### src/rtl/flt2int.sv
// Half-precision float to 16-bit sign-magnitude integer converter.
// Serial shifter: one bit of alignment per cycle, then round-to-nearest-even.
module flt2int (
    input  logic        clk,
    input  logic        reset,
    input  logic        start,
    input  logic [15:0] flt_in,
    output logic        busy,
    output logic        done,
    output logic [15:0] int_out
);

    typedef enum logic [1:0] {
        ST_IDLE,
        ST_DECODE,
        ST_SHIFT,
        ST_ROUND
    } state_t;

    state_t      state_q, state_d;
    logic        s_q, s_d;
    logic [4:0]  e_q, e_d;
    logic [9:0]  m_q, m_d;
    logic [14:0] w_q, w_d;
    logic        g_q, g_d;
    logic        t_q, t_d;
    logic [4:0]  cnt_q, cnt_d;
    logic        left_q, left_d;
    logic        busy_q, busy_d;
    logic        done_q, done_d;
    logic [15:0] int_q, int_d;

    logic        round_up;
    logic [14:0] mag_sum;

    // Only right-shifted values ever round, and those stay far below 0x7FFF.
    assign round_up = g_q & (t_q | w_q[0]);
    assign mag_sum  = w_q + {14'd0, round_up};

    always_comb begin
        state_d = state_q;
        s_d     = s_q;
        e_d     = e_q;
        m_d     = m_q;
        w_d     = w_q;
        g_d     = g_q;
        t_d     = t_q;
        cnt_d   = cnt_q;
        left_d  = left_q;
        busy_d  = busy_q;
        done_d  = 1'b0;
        int_d   = int_q;

        case (state_q)
            ST_IDLE: begin
                if (start) begin
                    s_d     = flt_in[15];
                    e_d     = flt_in[14:10];
                    m_d     = flt_in[9:0];
                    busy_d  = 1'b1;
                    state_d = ST_DECODE;
                end
            end

            ST_DECODE: begin
                if (e_q < 5'd14) begin
                    int_d   = {s_q, 15'd0};
                    done_d  = 1'b1;
                    busy_d  = 1'b0;
                    state_d = ST_IDLE;
                end else if (e_q >= 5'd30) begin
                    int_d   = {s_q, 15'h7FFF};
                    done_d  = 1'b1;
                    busy_d  = 1'b0;
                    state_d = ST_IDLE;
                end else begin
                    w_d = {4'd0, 1'b1, m_q};
                    g_d = 1'b0;
                    t_d = 1'b0;
                    if (e_q >= 5'd25) begin
                        left_d = 1'b1;
                        cnt_d  = e_q - 5'd25;
                    end else begin
                        left_d = 1'b0;
                        cnt_d  = 5'd25 - e_q;
                    end
                    state_d = (cnt_d != 5'd0) ? ST_SHIFT : ST_ROUND;
                end
            end

            ST_SHIFT: begin
                if (left_q) begin
                    w_d = w_q << 1;
                end else begin
                    // Sticky collects every bit that falls past the guard position.
                    t_d = t_q | g_q;
                    g_d = w_q[0];
                    w_d = w_q >> 1;
                end
                cnt_d = cnt_q - 5'd1;
                if (cnt_q == 5'd1) begin
                    state_d = ST_ROUND;
                end
            end

            ST_ROUND: begin
                int_d   = {s_q, mag_sum};
                done_d  = 1'b1;
                busy_d  = 1'b0;
                state_d = ST_IDLE;
            end

            default: begin
                state_d = ST_IDLE;
                busy_d  = 1'b0;
            end
        endcase
    end

    always_ff @(posedge clk or negedge reset) begin
        if (!reset) begin
            state_q <= ST_IDLE;
            s_q     <= 1'b0;
            e_q     <= 5'd0;
            m_q     <= 10'd0;
            w_q     <= 15'd0;
            g_q     <= 1'b0;
            t_q     <= 1'b0;
            cnt_q   <= 5'd0;
            left_q  <= 1'b0;
            busy_q  <= 1'b0;
            done_q  <= 1'b0;
            int_q   <= 16'h0000;
        end else begin
            state_q <= state_d;
            s_q     <= s_d;
            e_q     <= e_d;
            m_q     <= m_d;
            w_q     <= w_d;
            g_q     <= g_d;
            t_q     <= t_d;
            cnt_q   <= cnt_d;
            left_q  <= left_d;
            busy_q  <= busy_d;
            done_q  <= done_d;
            int_q   <= int_d;
        end
    end

    assign busy    = busy_q;
    assign done    = done_q;
    assign int_out = int_q;

endmodule

### config.mk
export PLATFORM = sky130hd
export DESIGN_NAME = flt2int
export DESIGN_NICKNAME = d
export VERILOG_FILES = /design/src/rtl/flt2int.sv
export SDC_FILE = /design/constraint.sdc
export NUM_CORES = 1
export LEC_CHECK = 0
export CORE_MARGIN = 2
export CORE_UTILIZATION = 35
export DETAILED_ROUTE_END_ITERATION = 12
export SKIP_LAST_GASP = 1
export SYNTH_ARGS = -nofsm -noshare
export SYNTH_HDL_FRONTEND = slang
export SYNTH_SLANG_ARGS = --single-unit
export TNS_END_PERCENT = 50
### constraint.sdc
create_clock -name clk -period 1.75 [get_ports clk]
set_input_delay 0.35 -clock clk [delete_from_list [all_inputs] [get_ports clk]]
set_output_delay 0.35 -clock clk [all_outputs]
set_load 0.01 [all_outputs]
==> results of run 1 <==
[cell usage in the layout, fill, tap and decap left out, types with 2 or more instances in the layout]
| cell | instances |
|---|---|
| dfrtp_1 | 59 |
| buf_12 | 3 |
| a21oi_1 | 13 |
| o211ai_1 | 2 |
| clkbuf_8 | 9 |
| buf_4 | 31 |
| o21ai_0 | 16 |
| nor3_1 | 5 |
| a22oi_1 | 2 |
| o21ai_1 | 2 |
| inv_2 | 2 |
| mux2i_1 | 5 |
| a31oi_1 | 10 |
| and3_1 | 4 |
| ha_2 | 2 |
| inv_1 | 8 |
| a211oi_1 | 10 |
| mux2_2 | 12 |
| xnor2_1 | 4 |
| nand4_1 | 6 |
| nand2b_1 | 2 |
| o21a_1 | 2 |
| xor2_1 | 11 |
| clkdlybuf4s50_1 | 35 |
| nor2b_1 | 10 |
| nand2_1 | 43 |
| ha_1 | 6 |
| nand3_1 | 11 |
| clkinv_2 | 4 |
| nor2_1 | 24 |
| buf_2 | 2 |
| o22a_1 | 11 |
| bufinv_16 | 2 |
[area by class of cell]
type	instances	share of cell area, %
clock buffer	10	3.14
clock inverter	6	1.97
inverter	10	0.923
multi-input combinational	232	38.0
sequential	59	36.3
tap	108	3.32
timing repair buffer	72	16.3
[layer usage]
metal	track usage (%)	up-vias
li1	-	1271
met1	21.9	1188
met2	23.0	45
met3	2.70	15
met4	6.43	0
met5	0	-
[critical path: cells and delay by family (launching register included)]
kind            cells  cell delay (ns)
fa+ha+maj           1             0.21
flops               1             0.38
compound gates      2             0.34
simple gates        3             0.53
xor+xnor            1             0.18
[state kept, by name, indices dropped and copies added, names as in the netlist, named ones only]
name	flops
int_out	16
state_q	1
t_q	1
e_q	5
w_q	15
done	1
s_q	1
g_q	1
cnt_q	5
m_q	10
busy	1
left_q	1
[power by group through the flow]
| stage | clock (uW) | combinational [uW] | sequential (uW) |
|---|---|---|---|
| 6_report | 1340 | 3670 | 2550 |
| 5_1_grt | 1420 | 4100 | 2640 |
| 4_1_cts | 1360 | 3570 | 2530 |
| 3_5_place_dp | 0 | 3520 | 2550 |
| 3_3_place_gp | 0 | 3480 | 2530 |
| 2_1_floorplan | 0 | 2110 | 2550 |
[how the worst max path moves through the flow]
stage / endpoint / slack (ns) / cells after the start
5_1_grt: int_out[10] / -0.05 / 8
3_3_place_gp: m_q[4] / -0.006 / 4
6_report: int_out[13] / 0.04 / 7
3_5_place_dp: state_q[0] / -0.02 / 8
2_1_floorplan: int_out[10] / 0.02 / 8
4_1_cts: int_out[10] / -0.02 / 8
[cells by family (layout without fill, tap and decap cells)]
family                     after synthesis  in the layout
DFF                                     59             59
adders and majority gates                9              9
buffers and inverters                   33             98
AOI/OAI and AO/OA                       81             81
xor gates and xnor gates                15             15
muxes                                   18             18
and+or+nand+nor                        109            109
[metrics by stage]
step	hold WS (ns)	cells	instance area [um^2]
5_1_grt	0.0402	497	4070
3_5_place_dp	0.383	478	3780
4_1_cts	0.0137	494	4000
3_3_place_gp	0.381	478	3780
2_1_floorplan	0.0544	324	3130
6_report	-0.00394	497	4070
[what timing repair did]
action	CTS	global route
pin swaps	0	3
setup buffers	0	2
gates cloned	0	1
setup endpoints to repair	5	21
endpoints found under the hold margin	0	0
gates resized for setup	2	13
==> flow_summary.toml, run 1 <==
[clocking]
cts_buffers = 9
cts_tree = "yes"
clk_pin_slew_worst_paths_ns = 0.07
htreeDepth = 3
cts_buffer_depth = 2
ctsRootBufferMaster = "clkbuf_8"
worstSkewPairLatency_ns = 0.34
clock-sinks = 59
hold_buffers = 0

[sta]
slew_headroom_pct = 74.7
tns_ns = 0
setup_viol = 0
drv_slew = 0
fin_skew_ns = 0.0117
setup_slack_ns = 0.0396
post-route-min-period_ns = 1.71
rsz0062_at_grt = "yes"
whs_ns = -0.00394
finalCritPeriodShare_pct = 97.7
worstMarginPinSlew_ns = 0.378
fmax_ghz = 0.585
finalHoldViolCount = 2

[pwr]
p_leak_uw = 0.00171
comb_power_share_pct = 48.6
total_power_uw = 7560
ir_drop_v = 0.000456
clkPwrFrac_pct = 17.7
power.density_nw_per_um2 = 1860
swShare_pct = 37.4
p_int_uw = 4730
power_frac_seq_pct = 33.7
p_switching_uw = 2830

[route]
vias = 2519
drt-initial-drc-count = 128
via_per_inst = 5.07
drtAntennaViolNets = 0
dr_wl_met3_um = 196
wl_met2_mm = 3.12
wl_mm = 6.99
drt_pass1_iterations = 4
wl_per_cell_um = 14.1
drcViolationCount = 0
wl_met1_mm = 3.50
highest_layer = "met4"

[yosys]
ys_seq_area_share_pct = 47.2
netlist_area_um2 = 3130
yosysWarnings = 0
yosys.area.top_type = "dfrtp_1"
yosys-top-cells-area = "dfrtp_1, nand2_1, mux2_2"
syn_nets = 352
synth_cell_types = 42
synth-seq-cells = 59
synth_ff_type = "dfrtp_1"
synth-simple-area-share_pct = 15.9
synthMuxAreaShare_pct = 6.28
synthAdderAreaFrac_pct = 3.60
synth_edf_count = 0
async_flop_share_pct = 100
netlist_instances = 324
synth_top_family_by_area = "compound AO/OA/AOI/OAI gates"
yosysMostFrequentCell = "dfrtp_1"
synth_top_area_share_pct = 47.2
syn_avg_cell_area_um2 = 9.65
synth-compound-area-share_pct = 17.6
synthXorXnorAreaFrac_pct = 4.20
synthTopCellsByCount = "dfrtp_1, nand2_1, nor2_1"

[finish]
nets = 412
antennaDiodeCount = 0
register_area_um2 = 1480
multi_input_area_um2 = 1550
area_growth_pct = 30.1
utilization_pct = 46.9
n_fill_cell = 846
drive_gt1_share_pct = 20.1

[floorplan]
initial_utilization_pct = 36.0
die_h_um = 98.5
fp.dieW_um = 98.5
row_count = 34
fp.dieArea_um2 = 9710
ioPinCount = 37
core_um2 = 8680

[grt]
first_global_vias = 2511
grt-ovfl-total = 0
grt_pass1_wl_mm = 12.1
track_usage_pct = 15.3
antenna_found_initial = 0
grt_start_max_net_pins = 60

[setup_path]
r2r_start = "g_q"
rr_worst_depth = 7
cp_slowest_stage_delay_ns = 0.38
reg2reg_to = "int_out[13]"
worstPathArrival_ns = 1.98
crit_start = "g_q"
critPathSlowestCell = "dfrtp_1"
end_kind = "flop"
required_ns = 2.02
critPathLaunchType = "flop"
cp_max_fo = 6
critPathKind = "reg2reg"
path_cells = "o21a_1, ha_2, and3_1, nand2_1, nor2_1, xor2_1, o221a_2"
reg2reg_setup_slack_ns = 0.04

[placed_design]
place_congestion = 0.863
place_ws_ns = -0.0198
port_buffers = 36
hpwl_mm = 4.84

[hold_path]
hp-class = "in2async"

[outcome]
outcome = "finished with violations"
violations = "hold timing"

[run]
drv_cap = 0
No activity file was read; power rests on OpenSTA's default activity.
==> run 2: changes to the inputs <==
--- a/config.mk
+++ b/config.mk
@@ -5,7 +5,7 @@
 export SDC_FILE = /design/constraint.sdc
 export NUM_CORES = 1
 export LEC_CHECK = 0
-export CORE_MARGIN = 2
+export CORE_MARGIN = 10
 export CORE_UTILIZATION = 35
 export DETAILED_ROUTE_END_ITERATION = 12
 export SKIP_LAST_GASP = 1
==> flow_summary.toml, run 2 (synthesis gave the netlist of run 1 again) <==
[route]
wl_mm = 7.25
via_per_inst = 5.11
drt-initial-drc-count = 128
drtAntennaViolNets = 0
drt_pass1_iterations = 5
wl_per_cell_um = 14.6
vias = 2536
drcViolationCount = 0

[setup_path]
critPathLaunchType = "flop"
end_kind = "flop"
cp_top_family = "compound AO/OA/AOI/OAI gates"
worstPathArrival_ns = 1.94
cp_max_fo = 4
crit_top_cell = "ha_4"
required_ns = 1.98
crit_buf_inv = 0
critPathKind = "reg2reg"
path_cells = "o21a_1, ha_4, ha_4, and3_4, nand4_1, xor2_1, nor2_1, o22a_1"
critPathSlowestCell = "dfrtp_1"
cp_slowest_stage_delay_ns = 0.38

[clocking]
cts_buffers = 9
htreeDepth = 3
clock-sinks = 59
cts_buffer_depth = 2
ctsRootBufferMaster = "clkbuf_8"
clk_pin_slew_worst_paths_ns = 0.08
worstSkewPairLatency_ns = 0.35
cts_tree = "yes"

[sta]
drv_slew = 0
slew_headroom_pct = 74.6
post-route-min-period_ns = 1.71
rsz0062_at_grt = "yes"
fin_skew_ns = 0.0118
worstMarginPinSlew_ns = 0.382
fmax_ghz = 0.583
setup_viol = 0
finalCritPeriodShare_pct = 98.0
finalHoldViolCount = 0

[placed_design]
hpwl_mm = 5.22
port_buffers = 36
place_area_um2 = 3750
dp.cells = 476
place_congestion = 0.826

[pwr]
power_frac_seq_pct = 34.8
clkPwrFrac_pct = 17.0
p_int_uw = 4550
p_switching_uw = 2860
swShare_pct = 38.6
ir_drop_v = 0.000513
total_power_uw = 7400
comb_power_share_pct = 48.2
p_leak_uw = 0.00171
power.density_nw_per_um2 = 1830

[floorplan]
fp.dieArea_um2 = 13100
row_count = 34
core_um2 = 8720
initial_utilization_pct = 35.9
fp.dieW_um = 115
die_h_um = 115
ioPinCount = 37

[grt]
grt-ovfl-total = 0
track_usage_pct = 11.6
first_global_vias = 2562
grt_pass1_wl_mm = 12.3
antenna_found_initial = 0
grt_start_max_net_pins = 60

[finish]
nets = 411
final_common_cell = "dfrtp_1"
fin_area_um2 = 4040
antennaDiodeCount = 0
largest_reg_flops = 16
drive_gt1_share_pct = 19.1
area_growth_pct = 29.3
mostFrequentLayoutCells = "dfrtp_1, nand2_1, clkdlybuf4s50_1"
finalNonFillerCells = 496

[run]
drv_cap = 0

[hold_path]
hp-class = "in2async"

[outcome]
outcome = "complete, no violations"
[run 2: cell type report]
type,instances,area (um^2)
flip-flops and latches,59,1480
multi-input cells,232,1530
well taps,108,135
clock buffers,9,124
repair buffers,71,657
fillers,827,4680
clock inverters,7,78.8
inverters,10,37.5
[run 2: what timing repair did]
| item | 4_1_cts | 5_1_grt |
|---|---|---|
| buffers inserted | 0 | 3 |
| gates cloned | 0 | 0 |
| hold buffers | 1 | 0 |
| setup endpoints to repair | 4 | 32 |
| resized for setup | 2 | 10 |
| hold endpoints to repair | 7 | 0 |
| pin swaps | 0 | 3 |
[run 2: power groups by stage]
stage	combinational (uW)	sequential, uW	clock (uW)
floorplan	2110	2550	0
global placement	3370	2580	0
detailed placement	3440	2600	0
CTS	3460	2580	1290
global route	3970	2680	1370
finish	3570	2580	1260
[run 2: metrics by stage]
stage	util (%)	setup TNS (ns)	setup WS, ns	hold WS (ns)
after floorplan	-	0	0.0226	0.0544
after CTS	45.5	-0.00333	-0.00177	0.515
final	46.4	0	0.0354	0.507
after global routing	46.4	-0.153	-0.0526	0.528
after detailed placement	43.0	-0.0384	-0.0268	0.381
after global placement	43.0	0	0.0205	0.380
[run 2: path summary, 6_finish.rpt]
kind                        start     endpoint  cells after the start  slack (ns)
max                           t_q  int_out[10]                      8        0.04
min                         reset       m_q[3]                      3        0.51
max reg2reg                   t_q  int_out[10]                      8        0.04
min reg2reg                m_q[0]       m_q[0]                      1        0.51
max in group asynchronous   reset      w_q[12]                      3        0.94
min in group clk           m_q[0]       m_q[0]                      1        0.51
[run 2: metal layers]
metal	wire (um)	track usage, %	vias to the layer above
met2	3430	17.8	55
met4	111	5.26	0
met5	0	0	-
li1	-	-	1269
met1	3260	14.6	1205
met3	451	3.35	7
[run 2: worst reg2reg max path: cells and delay by family, from the launching register on]
kind / cells / cell delay, ns
AO/OA/AOI/OAI: 2 / 0.40
XOR/XNOR: 1 / 0.15
AND/OR/NAND/NOR: 3 / 0.35
flip-flops: 1 / 0.38
adder cells (fa/ha/maj): 2 / 0.33
==> run 3: changes to the inputs <==
--- a/config.mk
+++ b/config.mk
@@ -7,6 +7,7 @@
 export LEC_CHECK = 0
 export CORE_MARGIN = 10
 export CORE_UTILIZATION = 35
+export CTS_CLUSTER_SIZE = 24
 export DETAILED_ROUTE_END_ITERATION = 12
 export SKIP_LAST_GASP = 1
 export SYNTH_ARGS = -nofsm -noshare
==> results of run 3 <==
The final DEF is identical to that of run 2; final timing and power are the same.
